[config.mk]
export PLATFORM = sky130hd
export DESIGN_NAME = mac_seq_flat
export DESIGN_NICKNAME = d
export VERILOG_FILES = /design/src/rtl/mac_seq_if.sv /design/src/rtl/mac_seq.sv /design/src/flat_wrapper.sv
export SDC_FILE = /design/constraint.sdc
export NUM_CORES = 1
export LEC_CHECK = 0
export BUFFER_PORTS_ARGS = -buffer_cell sky130_fd_sc_hd__buf_2
export CAP_MARGIN = 10
export CORE_MARGIN = 3
export CORE_UTILIZATION = 51
export CTS_BUF_LIST = sky130_fd_sc_hd__clkbuf_8
export DETAILED_ROUTE_END_ITERATION = 7
export GPL_TIMING_DRIVEN = 0
export PLACE_DENSITY = 0.78
export SLEW_MARGIN = 30
export SYNTH_ARGS = -nofsm -noshare
export SYNTH_HDL_FRONTEND = slang
export SYNTH_SLANG_ARGS = --single-unit
export TNS_END_PERCENT = 5
[constraint.sdc]
create_clock -name CLK -period 2.6 [get_ports CLK]
set_input_delay 0.26 -clock CLK [delete_from_list [all_inputs] [get_ports CLK]]
set_output_delay 0.26 -clock CLK [all_outputs]
set_load 0.005 [all_outputs]
[src/rtl/mac_seq_if.sv]
// Operand and result valid/ready streams of the dot-product sequencer.
// master = operand/result side of the datapath, slave = sequencer.
`timescale 1ns/1ps
interface mac_seq_if #(
  parameter int IN_WIDTH  = 8,
  parameter int OUT_WIDTH = 20
);
  logic                 in_valid;
  logic                 in_ready;
  logic [IN_WIDTH-1:0]  in_a;
  logic [IN_WIDTH-1:0]  in_b;
  logic                 res_valid;
  logic                 res_ready;
  logic [OUT_WIDTH-1:0] res_data;

  modport master (
    output in_valid, in_a, in_b, res_ready,
    input  in_ready, res_valid, res_data
  );

  modport slave (
    input  in_valid, in_a, in_b, res_ready,
    output in_ready, res_valid, res_data
  );
endinterface

[src/rtl/mac_seq.sv]
// Sequencer that walks one external MAC through a dot product of vec_len pairs
// and returns the captured sum on a valid/ready result port.
`timescale 1ns/1ps
module mac_seq #(
  parameter int IN_WIDTH  = 8,
  parameter int OUT_WIDTH = 20,
  parameter int LEN_WIDTH = 10
) (
  input  logic                 CLK,
  input  logic                 rst,
  input  logic                 start,
  input  logic                 abort,
  input  logic [LEN_WIDTH-1:0] vec_len,
  mac_seq_if.slave             bus,
  output logic                 mac_enable,
  output logic                 mac_set_sum,
  output logic [IN_WIDTH-1:0]  mac_in_1,
  output logic [IN_WIDTH-1:0]  mac_in_2,
  input  logic [OUT_WIDTH-1:0] mac_out,
  output logic                 busy,
  output logic                 done
);

  typedef enum logic [1:0] {IDLE, ACCUM, OUTPUT} state_t;

  state_t               state_q, state_d;
  logic [LEN_WIDTH-1:0] count_q, count_d;
  logic [LEN_WIDTH-1:0] len_q,   len_d;
  logic [OUT_WIDTH-1:0] res_q,   res_d;
  logic                 transfer;

  always_ff @(posedge CLK or posedge rst) begin
    if (rst) begin
      state_q <= IDLE;
      count_q <= '0;
      len_q   <= '0;
      res_q   <= '0;
    end else begin
      state_q <= state_d;
      count_q <= count_d;
      len_q   <= len_d;
      res_q   <= res_d;
    end
  end

  always_comb begin
    state_d = state_q;
    count_d = count_q;
    len_d   = len_q;
    res_d   = res_q;
    unique case (state_q)
      IDLE: begin
        // abort in IDLE only suppresses a simultaneous start
        if (start && !abort) begin
          if (vec_len != '0) begin
            len_d   = vec_len;
            count_d = '0;
            state_d = ACCUM;
          end else begin
            res_d   = '0;
            state_d = OUTPUT;
          end
        end
      end
      ACCUM: begin
        if (abort) begin
          count_d = '0;
          state_d = IDLE;
        end else if (transfer) begin
          count_d = count_q + LEN_WIDTH'(1);
          // mac_out already includes this pair, so it is the finished sum
          if (count_q == len_q - LEN_WIDTH'(1)) begin
            res_d   = mac_out;
            state_d = OUTPUT;
          end
        end
      end
      OUTPUT: begin
        if (abort) begin
          count_d = '0;
          state_d = IDLE;
        end else if (bus.res_ready) begin
          state_d = IDLE;
        end
      end
      default: state_d = IDLE;
    endcase
  end

  always_comb begin
    bus.in_ready  = (state_q == ACCUM) && !abort;
    transfer      = bus.in_valid && bus.in_ready;
    mac_enable    = transfer;
    mac_set_sum   = transfer && (count_q == '0);
    mac_in_1      = (state_q == ACCUM) ? bus.in_a : '0;
    mac_in_2      = (state_q == ACCUM) ? bus.in_b : '0;
    bus.res_valid = (state_q == OUTPUT);
    bus.res_data  = res_q;
    busy          = (state_q != IDLE);
    done          = (state_q == OUTPUT) && bus.res_ready && !abort;
  end

endmodule

[src/flat_wrapper.sv]
// flat-port wrapper written by rule: the top's interface ports become plain ports
module mac_seq_flat 
#(
  parameter int IN_WIDTH  = 8,
  parameter int OUT_WIDTH = 20,
  parameter int LEN_WIDTH = 10
)
  (CLK, rst, start, abort, vec_len, mac_enable, mac_set_sum, mac_in_1, mac_in_2, mac_out, busy, done, bus_in_valid, bus_in_a, bus_in_b, bus_res_ready, bus_in_ready, bus_res_valid, bus_res_data);
  mac_seq_if #(.IN_WIDTH(IN_WIDTH), .OUT_WIDTH(OUT_WIDTH)) bus_i ();
  input  logic CLK;
  input  logic rst;
  input  logic start;
  input  logic abort;
  input  logic [LEN_WIDTH-1:0] vec_len;
  output logic mac_enable;
  output logic mac_set_sum;
  output logic [IN_WIDTH-1:0] mac_in_1;
  output logic [IN_WIDTH-1:0] mac_in_2;
  input  logic [OUT_WIDTH-1:0] mac_out;
  output logic busy;
  output logic done;
  input wire logic [$bits(bus_i.in_valid)-1:0] bus_in_valid;
  input wire logic [$bits(bus_i.in_a)-1:0] bus_in_a;
  input wire logic [$bits(bus_i.in_b)-1:0] bus_in_b;
  input wire logic [$bits(bus_i.res_ready)-1:0] bus_res_ready;
  output wire logic [$bits(bus_i.in_ready)-1:0] bus_in_ready;
  output wire logic [$bits(bus_i.res_valid)-1:0] bus_res_valid;
  output wire logic [$bits(bus_i.res_data)-1:0] bus_res_data;
  assign bus_i.in_valid = bus_in_valid;
  assign bus_i.in_a = bus_in_a;
  assign bus_i.in_b = bus_in_b;
  assign bus_i.res_ready = bus_res_ready;
  assign bus_in_ready = bus_i.in_ready;
  assign bus_res_valid = bus_i.res_valid;
  assign bus_res_data = bus_i.res_data;
  mac_seq #(.IN_WIDTH(IN_WIDTH), .OUT_WIDTH(OUT_WIDTH), .LEN_WIDTH(LEN_WIDTH)) u_core (.CLK(CLK), .rst(rst), .start(start), .abort(abort), .vec_len(vec_len), .bus(bus_i), .mac_enable(mac_enable), .mac_set_sum(mac_set_sum), .mac_in_1(mac_in_1), .mac_in_2(mac_in_2), .mac_out(mac_out), .busy(busy), .done(done));
endmodule
# Word level (Yosys, flattened, before mapping)
# Index checks and enable logic that the tools add are counted.
# totals
regBits	42
in_bits	52
out_inout_bits	42
word_cells	58
# op_classes
addsub	2
n_eq_ne	13
muxes	22
reduce_logical	17
# ops
op	count
two-way mux 20 bit	5
two-way mux 10 bit	5
one-hot mux 20 bit (2 select lines)	1
one-hot mux 10 bit (3 select lines)	1
two-way mux 8 bit	2
two-way mux 2 bit	7
adder 10 x 1 -> 10 bit, second input constant	1
equality test 10 bit	1
logical NOT 10 bit	1
nonzero test 10 bit	1
subtractor 10 x 1 -> 10 bit, second input constant	1
!= test 2 bit, second input constant	4
logical AND 1 bit	6
!= test 2 x 1 -> 1 bit, second input constant	3
!= test 3 bit, second input constant	2
one-hot mux 2 bit (3 select lines)	1
AND reduction 6 bit	1
AND reduction 5 bit	1
AND reduction 4 bit	1
nonzero test 2 bit	2
!= test 3 x 2 -> 1 bit, second input constant	1
AND reduction 3 bit	1
nonzero test 3 bit	1
equality test 2 x 1 -> 1 bit, second input constant	1
3 further kinds	3

# Depth between registers and ports, before layout
# Gate-level depths: netlist of run 1.
# logic_depth
word_depth	6
mapped_depth	10
ltp_nobuf	8

# Least setup slack after synthesis of run 1
# No wires, ideal clock.
# synth_path
path_type	flip-flop to flip-flop
startpoint	register u_core.len_q[0]
endpoint	register u_core.res_q[0], in the netlist u_core.bus.res_data[0]
arrival_time_ns	2.153
t_required_ns	2.476
path_slack_ns	0.323
stages_incl_launch_ff	11
period_less_slack_ns	2.277
path_cell_list	dfrtp_1 inv_1 ha_1 clkbuf_1 xnor2_1 nand4b_1 a221o_1 a211oi_2 nand3_2 buf_6 mux2i_1
# synth_via
elab_chain_cells	4
# synth_rtl
item	line_no	source
start, declared	mac_seq.sv:28	logic [LEN_WIDTH-1:0] len_q, len_d;
start signal, assigned	mac_seq.sv:41	len_q <= len_d;
subtractor 10 x 1 -> 10 bit	mac_seq.sv:72	if (count_q == len_q - LEN_WIDTH'(1)) begin
equality test 10 bit	mac_seq.sv:72	
!= test 2 x 1 -> 1 bit (no source line)	-	
AND reduction 6 bit (no source line)	-	
end signal, assigned	mac_seq.sv:42	res_q <= res_d;
end, declared	mac_seq.sv:29	logic [OUT_WIDTH-1:0] res_q, res_d;
# No other way between the ends.
# A chain may end at the register's enable or synchronous reset.

# Final worst setup path of run 1
# layout_path
startpoint	register u_core.len_q[0]
endpoint	register u_core.res_q[1], in the netlist u_core.bus.res_data[1]
# Same word-level chain as after synthesis.

==> run_results.csv, run 1 <==
group,metric,value,unit
run_status,run_status,"completed",
setup_path,reg2reg_from,"u_core.len_q[0]",
hold_path,timing.hold.worst_path_depth,3,
synthesis,mappedNetlistNets,331,
setup_path,worst-endpoint-required,2.78,ns
timing,report.final.hold_viol_count,0,
placed_design,gp_congestion,0.839,
power_and_ir_drop,power.share.sequential,46.8,%
route,drtAntennaViolNets,0,
synthesis,netlist_top_cells_count,"42 x sky130_fd_sc_hd__dfrtp_1, 36 x sky130_fd_sc_hd__nand2_1, 28 x sky130_fd_sc_hd__inv_1, 21 x sky130_fd_sc_hd__mux2i_1, 18 x sky130_fd_sc_hd__o21ai_0",
timing,timing.final.max_slew_violations,0,
power_and_ir_drop,pwr-share-clk,27.5,%
setup_path,slack_of_the_worst_reg_to_reg_path,0.16,ns
synthesis,synth_largest_area_cell,"sky130_fd_sc_hd__dfrtp_1",
clocking,cts.clk_slew.worst_paths,0.08,ns
setup_path,timing_worst_setup_path_type,"reg -> reg",
clocking,max-clock-path-buffers,2,
synthesis,dominant_cells_by_area_after_synthesis,"sky130_fd_sc_hd__dfrtp_1 42%, sky130_fd_sc_hd__mux2i_1 8.3%, sky130_fd_sc_hd__nand2_1 5.4%",
timing,maxClockFrequency,0.410,GHz
clocking,cts_root_buf,"sky130_fd_sc_hd__clkbuf_8",
route,drt_pass1_iterations,4,
floorplan,die_area,5820,um2
setup_path,worstReg2RegEnd,"u_core.bus.res_data[1]",
global_route,overflow,0,
floorplan,core_area,4560,um2
power_and_ir_drop,power.density,506,nW/um2
timing,grt_setup_unrepaired,"false",
hold_path,worstHoldPathType,"in -> reg",
clocking,tritoncts_num_sinks,42,
final_layout,layout-drive-gt1-share,33.2,%
synthesis,per_instance_average_area_after_synthesis,9.13,um2
timing,timing_worst_slew_pin_value,0.507,ns
setup_path,setup.worst_path.end_class,"flop",
global_route,largest_net_degree_at_the_start_of_global_routing,28,
global_route,wire_length_of_the_first_global_routing_pass,10300,um
flow_run,maxCapViolations,0,
power_and_ir_drop,power.net_switching,0.503,mW
timing,finalWorstPathRequiredPeriod,2.44,ns
floorplan,die_h,76.3,um
global_route,grt_antenna_before_repair,0,
setup_path,depth_of_the_worst_register_to_register_path,10,
final_layout,final_net_count,433,
route,post_drt_wl_per_cell,13.4,um
synthesis,synth_most_common_cell,"sky130_fd_sc_hd__dfrtp_1",
route,routed-via-count,2267,
synthesis,edff_count_synth,0,
final_layout,area_growth_syn_to_layout,27.3,%
setup_path,data_arrival_time_at_the_worst_slack_endpoint,2.62,ns
synthesis,synth_top_area_share,41.7,%
power_and_ir_drop,power_switching_share,31.0,%
synthesis,synth.cell_area,2520,um2
synthesis,synth_cell_type_count,51,
hold_path,holdCritStartpoint,"mac_out[6]",
global_route,track_usage,21.4,%
clocking,cts_tree,"done",
clocking,buffers_inserted_by_post_cts_timing_repair,0,
synthesis,ys_warn_count,0,
route,detailedRoute.firstIterationViolations,141,
floorplan,die_x,76.3,um
timing,share_of_the_cycle_needed_by_the_critical_path_after_routing,93.7,%
clocking,clkLatencyLatePin,0.30,ns
route,drt_wl_total,5960,um
floorplan,floorplan.rows,24,
placed_design,detailedPlacementHpwl,4550,um
power_and_ir_drop,total_leakage_power,1.80,nW
floorplan,start_util,55.2,%
hold_path,sink_of_the_worst_hold_path,"u_core.bus.res_data[6]",
setup_path,critPathLaunchType,"flop",
synthesis,synth-seq-area-share,41.7,%
floorplan,num_io_pins,94,
setup_path,critPathMaxFanout,10,
power_and_ir_drop,comb_power_share,25.8,%
timing,fin_tns_setup,0,ns
route,post-route-drc-count,0,
global_route,via_count_of_the_first_global_routing_pass,2239,
final_layout,antenna-diode-count,0,
power_and_ir_drop,internal_power,1.12,mW
timing,number_of_setup_violations_in_the_final_report,0,
clocking,cts-buffers-inserted,5,
synthesis,postSynth.topFlopCell,"sky130_fd_sc_hd__dfrtp_1",
route,route.detailed.vias_per_inst,5.11,
timing,max-slew-margin-rel,65.8,%
synthesis,ys_ff_latch,42,
timing,worst_clock_skew,0.00718,ns
placed_design,pre_cts_slack,0.000940,ns
synthesis,postSynth.asyncResetShare,100,%
clocking,deepest_level_of_the_cts_h_tree,2,
timing,postLayoutSetupSlackWorst,0.163,ns
power_and_ir_drop,vdd_ir_drop_max,0.377,mV
placed_design,place.port_buffers,93,
synthesis,netlist_instances,276,
[flip-flops by register name, summed over array words and instances, names as in the netlist]
signal	flops
u_core.len_q	10
u_core.state_q	2
u_core.count_q	10
u_core.bus.res_data	20
[layout make-up]
class	count	area, um2
tap	65	81.3
sequential	42	1050
clock inverter	2	12.5
timing repair buffer	95	495
multi-input combinational	189	1290
inverter	30	113
clock buffer	6	82.6
fill	372	1360
buffer	15	83.8
[layer usage]
metal / vias to the layer above / part of all wire [%] / track usage [%]
met5: - / 0 / 0
met4: 0 / 1.7 / 7.25
met3: 12 / 6.3 / 6.26
met2: 67 / 47 / 35.6
met1: 1044 / 45 / 26.6
li1: 1144 / - / -
[placed cells by master, fill, tap and decap left out, types with 3 or more instances in the layout]
master,count
sky130_fd_sc_hd__buf_2,94
sky130_fd_sc_hd__dfrtp_1,40
sky130_fd_sc_hd__nand2_1,35
sky130_fd_sc_hd__inv_1,27
sky130_fd_sc_hd__mux2i_1,21
sky130_fd_sc_hd__o21ai_0,18
sky130_fd_sc_hd__and2_1,16
sky130_fd_sc_hd__nor2_1,10
sky130_fd_sc_hd__clkbuf_1,10
sky130_fd_sc_hd__nand3_1,9
sky130_fd_sc_hd__clkbuf_8,6
sky130_fd_sc_hd__nor3b_1,5
sky130_fd_sc_hd__xor2_1,5
sky130_fd_sc_hd__nor4_1,4
sky130_fd_sc_hd__nor3_1,4
sky130_fd_sc_hd__xnor2_1,4
sky130_fd_sc_hd__a31oi_1,4
sky130_fd_sc_hd__mux2_2,4
sky130_fd_sc_hd__mux2_1,3
sky130_fd_sc_hd__o21ai_1,3
sky130_fd_sc_hd__inv_2,3
sky130_fd_sc_hd__buf_6,3
sky130_fd_sc_hd__a21oi_1,3
sky130_fd_sc_hd__and3_1,3
sky130_fd_sc_hd__ha_1,3
[power groups by stage]
stage | clock (mW) | sequential, mW | combinational, mW
floorplan | 0 | 0.758 | 0.278
finish | 0.445 | 0.759 | 0.419
detailed placement | 0 | 0.769 | 0.410
global placement | 0 | 0.768 | 0.394
global route | 0.488 | 0.767 | 0.469
CTS | 0.452 | 0.757 | 0.415
[repair_timing]
item / 4_1_cts / 5_1_grt
setup endpoints to repair: 5 / 20
cloned: 0 / 0
gates resized for setup: 1 / 7
hold buffers: 1 / 0
endpoints found under the hold margin: 15 / 0
[worst max path at each step]
stage / start / endpoint / slack, ns
3_3_place_gp: u_core.len_q[0] / u_core.bus.res_data[6] / 0.03
4_1_cts: u_core.state_q[0] / mac_set_sum / 0.02
6_report: u_core.len_q[0] / u_core.bus.res_data[1] / 0.16
5_1_grt: u_core.len_q[0] / u_core.bus.res_data[1] / 0.02
3_5_place_dp: u_core.len_q[0] / u_core.bus.res_data[7] / 0.0009
2_1_floorplan: u_core.len_q[0] / u_core.bus.res_data[0] / 0.32
[through the flow]
| step | power (mW) | utilization (%) | instances | instance area [um2] | hold slack [ns] |
|---|---|---|---|---|---|
| 2_1_floorplan | 1.04 | - | 276 | 2520 | 0.382 |
| 3_3_place_gp | 1.16 | 67.2 | 434 | 3070 | 0.491 |
| 3_5_place_dp | 1.18 | 67.6 | 435 | 3090 | 0.249 |
| 4_1_cts | 1.62 | 70.0 | 444 | 3190 | 0.177 |
| 5_1_grt | 1.72 | 70.3 | 444 | 3210 | 0.183 |
| 6_report | 1.62 | 70.3 | 444 | 3210 | 0.180 |
[logic make-up (layout without fill, tap and decap cells)]
family	Yosys count	in the layout	share of synthesized area, %
simple gates	105	105	22.6
flops	42	42	41.7
fa+ha+maj	3	3	1.49
buf+inv	45	148	7.65
mux	28	28	11.5
compound gates	43	43	11.1
xor+xnor	10	10	4.02
[worst max-delay path: stages, from the launching register on]
cell and delay (ns):
sky130_fd_sc_hd__dfrtp_2 0.45, sky130_fd_sc_hd__inv_1 0.09, sky130_fd_sc_hd__ha_1 0.20, sky130_fd_sc_hd__clkbuf_4 0.21
sky130_fd_sc_hd__xnor2_1 0.14, sky130_fd_sc_hd__nand4b_1 0.13, sky130_fd_sc_hd__a221o_1 0.38, sky130_fd_sc_hd__a211oi_2 0.25
sky130_fd_sc_hd__nand3_2 0.17, sky130_fd_sc_hd__buf_6 0.19, sky130_fd_sc_hd__mux2i_1 0.13
Power figures use the tool's default switching activity.
==> run 2, diff against run 1 <==
--- a/config.mk
+++ b/config.mk
@@ -7,7 +7,6 @@
 export LEC_CHECK = 0
 export BUFFER_PORTS_ARGS = -buffer_cell sky130_fd_sc_hd__buf_2
 export CAP_MARGIN = 10
-export CORE_MARGIN = 3
 export CORE_UTILIZATION = 51
 export CTS_BUF_LIST = sky130_fd_sc_hd__clkbuf_8
 export DETAILED_ROUTE_END_ITERATION = 7
==> run 2 against run 1 <==
Register-to-register slack about the same. Clock skew down 0.0034 ns. Clock-buffer cell count unchanged. Cell count up 0.45%. Worst setup slack worse by 0.0069 ns. Die area down 10%. Combinational power about the same. Cell area about the same. Hold slack better by 0.0039 ns. Via count up 2.8%. Critical endpoint is now u_core.bus.res_data[8]. Largest cell class unchanged. Largest power group unchanged. Highest routed layer unchanged.
==> run_results.csv, run 2 (synthesis results as in run 1) <==
group,metric,value,unit
floorplan,die_area,5230,um2
floorplan,core_area,4720,um2
run_status,run_status,"completed",
final_layout,layout-drive-gt1-share,33.0,%
route,detailedRoute.firstIterationViolations,126,
global_route,wire_length_of_the_first_global_routing_pass,9690,um
final_layout,sequential_cell_area,1050,um2
setup_path,timing_worst_setup_path_type,"reg -> reg",
flow_run,maxCapViolations,0,
power_and_ir_drop,total_leakage_power,1.80,nW
final_layout,multi_input_area,1290,um2
setup_path,depth_of_the_worst_register_to_register_path,10,
clocking,cts-buffers-inserted,5,
floorplan,die_x,72.3,um
route,drtAntennaViolNets,0,
placed_design,pre_cts_slack,0.0107,ns
clocking,buffers_inserted_by_post_cts_timing_repair,0,
timing,postLayoutSetupSlackWorst,0.156,ns
global_route,largest_net_degree_at_the_start_of_global_routing,30,
placed_design,gp_congestion,0.904,
timing,max-slew-margin-rel,68.0,%
final_layout,mostFrequentLayoutCells,"95 x sky130_fd_sc_hd__buf_2, 41 x sky130_fd_sc_hd__dfrtp_1, 35 x sky130_fd_sc_hd__nand2_1",
setup_path,worstReg2RegEnd,"u_core.bus.res_data[8]",
global_route,track_usage,23.6,%
setup_path,critPathLaunchType,"flop",
setup_path,setup.worst_path.end_class,"flop",
timing,number_of_setup_violations_in_the_final_report,0,
power_and_ir_drop,power.density,506,nW/um2
hold_path,worstHoldPathType,"in -> reg",
timing,share_of_the_cycle_needed_by_the_critical_path_after_routing,94.0,%
final_layout,layout.filler_cells,386,
setup_path,worstSetupEndpoint,"u_core.bus.res_data[8]",
timing,report.final.hold_viol_count,0,
placed_design,detailedPlacementHpwl,4410,um
setup_path,slack_of_the_worst_reg_to_reg_path,0.16,ns
route,routed-via-count,2330,
power_and_ir_drop,finalPower,1.62,mW
timing,maxClockFrequency,0.409,GHz
timing,grt_setup_unrepaired,"true",
floorplan,floorplan.rows,25,
final_layout,largest_reg_flops,20,
clocking,deepest_level_of_the_cts_h_tree,2,
setup_path,reg2reg_from,"u_core.len_q[0]",
final_layout,area_growth_syn_to_layout,27.3,%
clocking,cts_root_buf,"sky130_fd_sc_hd__clkbuf_8",
clocking,tritoncts_num_sinks,42,
placed_design,cell_count_after_placement,437,
placed_design,place.port_buffers,93,
power_and_ir_drop,vdd_ir_drop_max,0.346,mV
global_route,via_count_of_the_first_global_routing_pass,2171,
global_route,grt_antenna_before_repair,0,
clocking,cts_tree,"done",
setup_path,worst-endpoint-required,2.78,ns
floorplan,num_io_pins,94,
floorplan,start_util,53.4,%
route,post_drt_wl_per_cell,13.0,um
route,drt_wl_total,5820,um
final_layout,final_cell_count_no_fill,446,
timing,worst_clock_skew,0.00378,ns
timing,finalWorstPathRequiredPeriod,2.44,ns
final_layout,antenna-diode-count,0,
global_route,overflow,0,
setup_path,timing.critical_path.from,"u_core.len_q[0]",
route,route.detailed.vias_per_inst,5.22,
clocking,clkLatencyLatePin,0.29,ns
timing,timing.final.max_slew_violations,0,
clocking,cts.clk_slew.worst_paths,0.08,ns
setup_path,critPathMaxFanout,10,
timing,timing_worst_slew_pin_value,0.480,ns
route,drt_pass1_iterations,4,
setup_path,data_arrival_time_at_the_worst_slack_endpoint,2.62,ns
final_layout,final_net_count,433,
clocking,max-clock-path-buffers,2,
floorplan,die_h,72.3,um
final_layout,mostFrequentLayoutCell,"sky130_fd_sc_hd__buf_2",
route,post-route-drc-count,0,
run 2: cell types whose count changed in the layout (fill, tap and decap cells not counted):
cell / previous run / this run
sky130_fd_sc_hd__buf_2: 94 / 95
sky130_fd_sc_hd__clkbuf_4: 1 / 0
sky130_fd_sc_hd__dfrtp_1: 40 / 41
sky130_fd_sc_hd__dfrtp_2: 2 / 1
run 2: metal layers:
layer / GRT usage (%) / share of wire, % / up-vias
li1: - / - / 1147
met1: 31.3 / 45 / 1101
met2: 39.6 / 49 / 72
met3: 5.28 / 5.3 / 10
met4: 5.23 / 1.1 / 0
met5: 0 / 0 / -
run 2: critical path: stages (launching register included):
cell and delay, ns:
sky130_fd_sc_hd__dfrtp_2 0.46, sky130_fd_sc_hd__inv_1 0.09, sky130_fd_sc_hd__ha_1 0.19, sky130_fd_sc_hd__buf_2 0.22
sky130_fd_sc_hd__xnor2_1 0.14, sky130_fd_sc_hd__nand4b_1 0.12, sky130_fd_sc_hd__a221o_1 0.38, sky130_fd_sc_hd__a211oi_2 0.21
sky130_fd_sc_hd__nand3_2 0.18, sky130_fd_sc_hd__buf_6 0.20, sky130_fd_sc_hd__mux2i_1 0.13
run 2: worst min-delay path by stage:
stage,from,end,slack (ns),cells after the start
floorplan,vec_len[0],u_core.len_q[0],0.38,2
global placement,vec_len[8],u_core.len_q[8],0.49,3
detailed placement,rst,u_core.bus.res_data[7],0.24,2
CTS,mac_out[5],u_core.bus.res_data[5],0.18,3
global route,mac_out[16],u_core.bus.res_data[16],0.19,3
finish,mac_out[12],u_core.bus.res_data[12],0.18,3
run 2: report_power, final:
group,internal (mW),switching (mW)
sequential,0.704,0.0559
clock,0.214,0.233
combinational,0.200,0.217
total,1.12,0.506
run 2: final cells by class:
class,count,share of cell area [%]
Multi-Input combinational cell,189,40.1
Inverter,30,3.51
Clock inverter,2,0.390
Tap cell,67,2.61
Clock buffer,6,2.58
Timing Repair Buffer,95,15.5
Buffer,15,2.54
Sequential cell,42,32.8
run 2: repair_timing:
action                                  4_1_cts  5_1_grt
resized for setup                             2        4
hold buffers                                  1        0
hold endpoints to repair                     13        0
endpoints found under the setup margin       20       20
run 2: stage by stage:
stage | hold slack, ns | utilization, % | TNS, ns | cell area, um2
after CTS | 0.180 | 67.7 | 0 | 3200
after detailed placement | 0.237 | 65.4 | 0 | 3090
after floorplan | 0.382 | - | 0 | 2520
final | 0.184 | 67.9 | 0 | 3210
after global routing | 0.186 | 67.9 | -0.00690 | 3210
after global placement | 0.488 | 65.0 | 0 | 3070
